## config.mk

```make
export PLATFORM = sky130hd
export DESIGN_NAME = rv_regfile_sb
export DESIGN_NICKNAME = d
export VERILOG_FILES = /design/src/rtl/rv_pkg.sv /design/src/rtl/rv_sb_popcnt.sv /design/src/rtl/rv_regfile_sb.sv
export SDC_FILE = /design/constraint.sdc
export NUM_CORES = 2
export LEC_CHECK = 0
export BUFFER_PORTS_ARGS = -buffer_cell sky130_fd_sc_hd__buf_2
export CAP_MARGIN = 20
export CORE_ASPECT_RATIO = 0.6
export CORE_MARGIN = 2
export CORE_UTILIZATION = 50
export CTS_CLUSTER_SIZE = 14
export DETAILED_ROUTE_END_ITERATION = 7
export PLACE_DENSITY = 0.66
export SYNTH_ARGS = -nofsm -noshare
export SYNTH_HDL_FRONTEND = slang
export SYNTH_SLANG_ARGS = --single-unit
```

## constraint.sdc

```tcl
create_clock -name clk -period 6.6 [get_ports clk]
set_input_delay 1.32 -clock clk [delete_from_list [all_inputs] [get_ports clk]]
set_output_delay 1.32 -clock clk [all_outputs]
set_load 0.01 [all_outputs]
```

## src/rtl/rv_pkg.sv

```systemverilog
// Shared definitions for the RISC-V integer register file and its scoreboard.
package rv_pkg;
  localparam int XLEN_DEF = 32;
  localparam int NREG_DEF = 32;
  localparam int AW_DEF   = $clog2(NREG_DEF);

  typedef logic [AW_DEF-1:0] reg_addr_t;

  localparam reg_addr_t ZERO_REG = '0;
endpackage

```

## src/rtl/rv_sb_popcnt.sv

```systemverilog
// Combinational population count of the scoreboard vector.
module rv_sb_popcnt #(
  parameter int N  = 32,
  parameter int OW = $clog2(N + 1)
) (
  input  logic [N-1:0]  vec_i,
  output logic [OW-1:0] cnt_o
);
  always_comb begin
    cnt_o = '0;
    for (int i = 0; i < N; i++) cnt_o = cnt_o + OW'(vec_i[i]);
  end
endmodule

```

## src/rtl/rv_regfile_sb.sv

```systemverilog
// NRD-read / 2-write integer register file with x0 tied to zero, optional
// same-cycle write bypass and a per-register busy scoreboard.
module rv_regfile_sb
  import rv_pkg::*;
#(
  parameter int XLEN   = XLEN_DEF,
  parameter int NREG   = NREG_DEF,
  parameter int NRD    = 2,
  parameter int BYPASS = 1,
  localparam int AW    = $clog2(NREG)
) (
  input  logic                clk,
  input  logic                rst,
  input  logic [NRD*AW-1:0]   rd_addr,
  output logic [NRD*XLEN-1:0] rd_data,
  output logic [NRD-1:0]      rd_busy,
  input  logic [1:0]          we,
  input  logic [2*AW-1:0]     wa,
  input  logic [2*XLEN-1:0]   wd,
  input  logic [1:0]          wb_clr,
  input  logic                iss_en,
  input  logic [AW-1:0]       iss_addr,
  output logic [NREG-1:0]     busy_vec,
  output logic [AW:0]         busy_cnt
);
  logic [NREG-1:0][XLEN-1:0] regs_q;
  logic [NREG-1:0]           busy_q, busy_d;
  logic [AW:0]               cnt_q, cnt_d;
  logic [1:0][AW-1:0]        wa_a;
  logic [1:0][XLEN-1:0]      wd_a;
  logic [1:0]                wr_ok;

  assign wa_a = wa;
  assign wd_a = wd;

  for (genvar k = 0; k < 2; k++) begin : g_wok
    assign wr_ok[k] = we[k] && (wa_a[k] != AW'(ZERO_REG));
  end

  // Port 1 is written last so it wins an address collision.
  always_ff @(posedge clk or negedge rst) begin
    if (!rst) begin
      regs_q <= '0;
    end else begin
      if (wr_ok[0]) regs_q[wa_a[0]] <= wd_a[0];
      if (wr_ok[1]) regs_q[wa_a[1]] <= wd_a[1];
    end
  end

  // Issue is applied after clear so a same-edge issue keeps the register busy.
  always_comb begin
    busy_d = busy_q;
    for (int r = 1; r < NREG; r++) begin
      for (int k = 0; k < 2; k++)
        if (we[k] && wb_clr[k] && (wa_a[k] == AW'(r))) busy_d[r] = 1'b0;
      if (iss_en && (iss_addr == AW'(r))) busy_d[r] = 1'b1;
    end
    busy_d[0] = 1'b0;
  end

  rv_sb_popcnt #(.N(NREG), .OW(AW + 1)) u_popcnt (
    .vec_i (busy_d),
    .cnt_o (cnt_d)
  );

  always_ff @(posedge clk or negedge rst) begin
    if (!rst) begin
      busy_q <= '0;
      cnt_q  <= '0;
    end else begin
      busy_q <= busy_d;
      cnt_q  <= cnt_d;
    end
  end

  assign busy_vec = busy_q;
  assign busy_cnt = cnt_q;

  for (genvar i = 0; i < NRD; i++) begin : g_rd
    logic [AW-1:0]   ra;
    logic [XLEN-1:0] rv;

    assign ra = rd_addr[i*AW +: AW];

    always_comb begin
      rv = regs_q[ra];
      if (BYPASS != 0) begin
        for (int k = 0; k < 2; k++)
          if (wr_ok[k] && (wa_a[k] == ra)) rv = wd_a[k];
      end
      if (!rst) rv = '0;
    end

    assign rd_data[i*XLEN +: XLEN] = rv;
    assign rd_busy[i]              = rst & busy_q[ra];
  end
endmodule
```

After elaboration in Yosys (flattened, before gate mapping)
Cells that the tools add are included.
{ "word_totals": {"regBits": 1061, "out_inout_bits": 104, "wordCells": 389} }
{ "op_classes": {"n_addsub": 30, "n_lt_le_gt_ge": 6, "n_eq_ne": 97, "mux": 115, "n_bitwise": 2, "n_reduce_logical": 105} }
{ "ops": {"columns": ["cell", "n"], "rows": [
  ["$bwmux 1024", 2],
  ["$mux 1024", 2],
  ["$bmux 32 s5", 2],
  ["$demux 32 s5", 2],
  ["$mux 32", 10],
  ["$eq 5x5->1 const B", 48],
  ["$add 6x1->6", 29],
  ["$eq 5x4->1 const B", 24],
  ["$logic_and 1x1->1", 103],
  ["$mux 1", 95],
  ["$eq 5x3->1 const B", 12],
  ["$eq 5x2->1 const B", 6],
  ["$lt 5x6->1 const B", 4],
  ["$eq 5x5->1", 4],
  ["$eq 5x1->1 const B", 3],
  ["$bmux 1 s5", 2],
  ["$ge 5x1->1 const B", 2],
  ["$reduce_bool 5->1", 2],
  ["$add 1x1->2", 1],
  ["$and 1x1->1", 2]
]} }

Logic depth before layout (Yosys ltp)
{ "logic_depth": {"word_depth": 35, "ltp_mapped": 23, "depth_no_buf": 21} }

Modules after synthesis
From an unflattened synthesis, not the netlist that was laid out.
{ "hier_totals": {"hier_cells": 7555, "hier_area_um2": 70249.9} }
{ "modules_own_cells": {"columns": ["mod", "n_inst", "cells_each", "area_per_inst_um2", "seq_area_each_um2"], "rows": [
  ["rv_regfile_sb", 1, 7484, 69499.2, 26550.5],
  ["rv_sb_popcnt", 1, 71, 750.7, 0.0]
]} }

Worst setup path after synthesis
Ideal clock, no wire load.
{ "synth_timing": {"path_kind": "input to register", "start": "input port wa[4]", "end": "register cnt_q[4] (netlist: busy_cnt[4])", "arrival_ns": 6.559, "t_required_ns": 6.477, "setup_slack_ns": -0.081, "cell_stages": 23, "path_cell_list": "clkbuf_1 > and3_1 > clkbuf_1 > clkbuf_1 > a22oi_1 > a22o_1 > fa_1 > inv_1 > fa_1 > fa_1 > inv_1 > fa_1 > fa_1 > inv_1 > fa_1 > inv_1 > ha_1 > inv_1 > fa_1 > inv_1 > a21o_1 > a21oi_1 > xnor2_1"} }
{ "synth_between": {"word_cells_on_any_way": 185, "classes_between": "add/sub: 30; eq/ne: 31; mux: 93; reduce/logical: 31"} }
{ "synth_rtl": {"columns": ["element", "line", "rtl"], "rows": [
  ["start, declared", "rv_regfile_sb.sv:18", "input logic [2*AW-1:0] wa,"],
  ["$eq 5x5->1", "rv_regfile_sb.sv:55", "if (we[k] && wb_clr[k] && (wa_a[k] == AW'(r))) busy_d[r] = 1'b0;"],
  ["$logic_and 1x1->1", "rv_regfile_sb.sv:55", null],
  ["$mux 1 (2 in series)", "rv_regfile_sb.sv:55", null],
  ["$mux 1", "rv_regfile_sb.sv:56", "if (iss_en && (iss_addr == AW'(r))) busy_d[r] = 1'b1;"],
  ["via busy_d[19]", "rv_regfile_sb.sv:27", "logic [NREG-1:0] busy_q, busy_d;"],
  ["$add 6x1->6 (13 in series)", "rv_sb_popcnt.sv:11", "for (int i = 0; i < N; i++) cnt_o = cnt_o + OW'(vec_i[i]);"],
  ["via cnt_d[4]", "rv_regfile_sb.sv:28", "logic [AW:0] cnt_q, cnt_d;"],
  ["end signal, assigned", "rv_regfile_sb.sv:72", "cnt_q <= cnt_d;"],
  ["end, declared", "rv_regfile_sb.sv:28", null]
]} }
The timed path passes the listed nets, and every way through them passes these cells.

Final worst setup path
{ "layout_timing": {"start": "input port wa[1]", "end": "register cnt_q[4] (netlist: busy_cnt[4])"} }
{ "layout_between": {"word_cells_on_any_way": 185, "classes_between": "add/sub: 30; eq/ne: 31; mux: 93; reduce/logical: 31"} }
{ "layout_rtl": {"columns": ["element", "line"], "rows": [
  ["$eq 5x5->1", "rv_regfile_sb.sv:55"],
  ["$logic_and 1x1->1", "rv_regfile_sb.sv:55"],
  ["$mux 1 (2 in series)", "rv_regfile_sb.sv:55"],
  ["$mux 1", "rv_regfile_sb.sv:56"],
  ["via busy_d[21]", "rv_regfile_sb.sv:27"],
  ["$add 6x1->6 (11 in series)", "rv_sb_popcnt.sv:11"],
  ["via cnt_d[4]", "rv_regfile_sb.sv:28"]
]} }
The timed path passes the listed nets, and every way through them passes these cells.

==> run summary <==
The clock transition time at the flip-flop clock pins of the worst setup and hold paths is 0.06 ns. The sequential share of the synthesized area is 38.5%. The worst setup path is captured at a flop. The startpoint type of the worst setup path is a primary input. The fraction of registers with async set or reset after synthesis came out at 100%. At the worst endpoint, the required time is between 7 and 8 ns. Measured along the x axis, the die boundary spans 483 µm. The most common library cell in the layout ignoring fill and taps is mux2i_1. The share of total power dissipated in combinational logic is 32.7%.

The static leakage power came out at 34.7 nW. The latest clock arrival within the worst-skew pair is between 0.7 and 0.8 ns. In the layout the commonest cells are mux2i_1 (1406), nand2_1 (1062), dfrtp_1 (1061).

After clock tree synthesis, the repair step resized 0 gates. The layout has 12000 filler cells. In the final routed layout, each cell accounts on average for 31.5 µm. The full die area came out at 141000 µm². The placer congestion estimate is 0.952.

The post-route fraction of the period consumed by the critical path came out at 91.3%. Setup violations remaining at the end of the flow were counted as 0. The maximum clock path buffer count is 3.

The clock drives approximately 1100 sinks. For this design the ratio of total power to cell area is 322 nW/µm². The timing endpoint of the critical path is busy_cnt[4]$_DFF_PN0_. The length in cells of the worst reg-to-reg path is 17. The worst register-to-register path has a setup slack of 1.45 ns. The final total negative setup slack is 0 ns. The number of instances in the synthesized netlist is ~7700. The CTS tree is yes. The detailed router's first-iteration violation count came out at between 10000 and 15000. The setup fix buffers added after clock tree synthesis is 0. STA puts the critical path data arrival time at 6.65 ns. After the last flow step, the layout net total stands at 7562. The number of antenna violations at the first check in global routing came out at 28. The count of different cell masters after synthesis is 55.

Buffers inserted during clock tree synthesis total roughly 110. For the finished layout, the period the worst path requires is 6.03 ns. The final count of hold timing violations is 0. The DRC violation count after routing is 12. The worst setup path is of the primary input to flop kind. Measured against its own limit, the worst slew margin works out to 15.3%. In this run the power spent charging and discharging nets is 8.57 mW.

The dominant register cell in the synthesized netlist is dfrtp_1. The min-delay analysis places its worst path in the category flop to flop. Tracing the worst setup path back leads to its startpoint at wa[1]. The flow ran to the end, but the final reports show violations. Of the total power, the share spent switching nets is between 30% and 40%. The placeable core region came out at 137000 µm². Across the run, the number of max-cap violations was 0.

The worst supply voltage drop on vdd is 0.000855 V. The site row count is about 110. The H-tree was split into 3 levels.

The via count of the routed design came out at 63900. The first-pass GRT wire length is about 420000 µm. The total of hold buffers inserted after clock tree synthesis came out at 0. Based on the critical path, the design can be clocked at up to 166 MHz.

The clock network is responsible for 27.2% of the overall power. The final reports fail on design-rule violations. The final HPWL from detailed placement is 175000 µm. For the pin with the worst max-slew slack, the measured transition is 1.27 ns.

The number of pins with negative max-slew slack in the final report came out at 0. The maximum number of pins on one net before global-route repair is about 150. The cell internal power dissipation is 15.5 mW. The number of nets handed over by synthesis was 7874. The wire length reported by the detailed router came out at between 200000 and 300000 µm.

Global routing used 40.6% of the available tracks across all layers. The die extent in y came out at 292 µm. The maximum fanout count along the critical path is 3.

In the final layout, the share of cells above drive strength 1 is 12.1%. The largest clock skew in the final design came out at roughly 0.014 ns. The via count of the first global-routing pass is 59900. The number of storage elements in the synthesis netlist is 1061. The average size of a mapped cell came out at 8.90 µm². The final instance area is between 70000 and 80000 µm². The count of antenna-violating nets left after detailed routing is 0. The global route total overflow came out at 0. The critical register-to-register path endpoint is busy_cnt[4]$_DFF_PN0_. Setup repair after global routing left no endpoint under its margin. The length of the first detailed-routing pass in iterations is 8.

Registers are responsible for around 40% of the overall power. The initial core utilization came out at 50.4%. The count of yosys warnings during synthesis came out at 0. The number of I/O pins came out at 200. The worst register-to-register path begins at busy_vec[7]$_DFF_PN0_. The master cell of the clock root buffer is clkbuf_16. In this run the tool buffered the top-level ports with 198 buffer cells.

The area after detailed placement came out at roughly 71000 µm². The synthesis-to-layout area growth is 8.54%. The number of synthesized flops with an enable pin is 0.

The cell area that synthesis handed to floorplanning was 68900 µm². Dividing the detail-routed via count by the number of cells gives 6.83.
-- worst max-delay path, cell delays in order --
cell and delay [ns]:
buf_2 0.10, nand2b_1 0.18, buf_4 0.17, nor2_1 0.28, a22oi_1 0.17, a22o_1 0.24, fa_1 0.49, inv_1 0.06
fa_1 0.46, fa_1 0.50, inv_1 0.06, fa_1 0.50, fa_1 0.50, inv_1 0.05, fa_1 0.44, inv_1 0.07
ha_1 0.15, inv_1 0.06, fa_1 0.44, inv_1 0.08, a21o_1 0.11, a21oi_1 0.07, xnor2_1 0.13
-- synth_stat cells, drive strengths merged (48+ instances only) --
| master | instances | area, µm² |
|---|---|---|
| mux2i | 1406 | 14100 |
| nand2 | 1107 | 4210 |
| dfrtp | 1061 | 26600 |
| o21ai | 929 | 4730 |
| nor2 | 690 | 2610 |
| a21oi | 643 | 3220 |
| clkbuf | 477 | 1820 |
| buf | 404 | 2360 |
| a22oi | 334 | 2510 |
| nand3 | 199 | 996 |
| mux4 | 116 | 2610 |
| nand4 | 64 | 407 |
| inv | 48 | 180 |
-- how the worst min path moves through the flow --
| stage | startpoint | end | slack (ns) | cells past startpoint |
|---|---|---|---|---|
| after floorplan | regs_q[0]$_DFF_PN0_ | regs_q[0]$_DFF_PN0_ | 0.45 | 1 |
| after global placement | regs_q[21]$_DFF_PN0_ | regs_q[21]$_DFF_PN0_ | 0.38 | 0 |
| after detailed placement | regs_q[17]$_DFF_PN0_ | regs_q[17]$_DFF_PN0_ | 0.39 | 0 |
| after CTS | regs_q[2]$_DFF_PN0_ | regs_q[2]$_DFF_PN0_ | 0.40 | 0 |
| after global routing | regs_q[8]$_DFF_PN0_ | regs_q[8]$_DFF_PN0_ | 0.42 | 0 |
| final | regs_q[27]$_DFF_PN0_ | regs_q[27]$_DFF_PN0_ | 0.40 | 0 |
-- metal layers --
layer  vias to the layer above  global-route usage [%]  wire length [µm]
met5                         -                       0                36
met4                         6                    19.4             15100
met3                       954                    16.7             47700
met2                      5340                    53.3            116000
met1                     30900                    57.2            116000
li1                      26700                       -                 -
-- metrics by stage --
step	hold WS, ns	setup slack (ns)	power, mW	instances	utilization [%]
3_3_place_gp	0.384	-0.103	17.2	9135	51.8
2_1_floorplan	0.449	0.00174	14.9	7746	-
5_1_grt	0.417	0.414	25.3	9360	54.7
3_5_place_dp	0.388	-0.100	17.4	9137	51.9
6_report	0.404	0.574	24.1	9363	54.7
4_1_cts	0.403	0.643	23.8	9333	54.5
-- power groups by stage --
| stage | sequential [mW] | clock, mW | combinational, mW |
|---|---|---|---|
| floorplan | 9.22 | 0 | 5.67 |
| global placement | 9.56 | 0 | 7.61 |
| global route | 9.80 | 6.81 | 8.71 |
| detailed placement | 9.65 | 0 | 7.74 |
| CTS | 9.56 | 6.52 | 7.75 |
| finish | 9.66 | 6.54 | 7.86 |
-- area by class of cell --
type                       instances  area (µm²)  share of cell area [%]
clock buffer                     156        3130                    4.19
inverter                          48         180                   0.241
antenna                           21        52.6                  0.0703
timing repair buffer             462        3650                    4.88
sequential                      1061       26600                    35.5
tap                             1819        2280                    3.04
multi-input combinational       5756       38500                    51.5
clock inverter                    40         459                   0.614
-- registers in the layout (all words and copies together), names as in the netlist --
signal	count
busy_vec	31
busy_cnt	6
regs_q	1024
-- cells by family after synthesis --
family,count (synthesis),synth area share (%)
xor+xnor,22,0.280
simple gates,2136,12.8
flops,1061,38.5
compound gates,2009,16.5
mux,1556,24.8
buf+inv,929,6.33
other cells,1,0.00544
fa+ha+maj,32,0.832
Note: power is estimated with default switching activity, not from simulation.
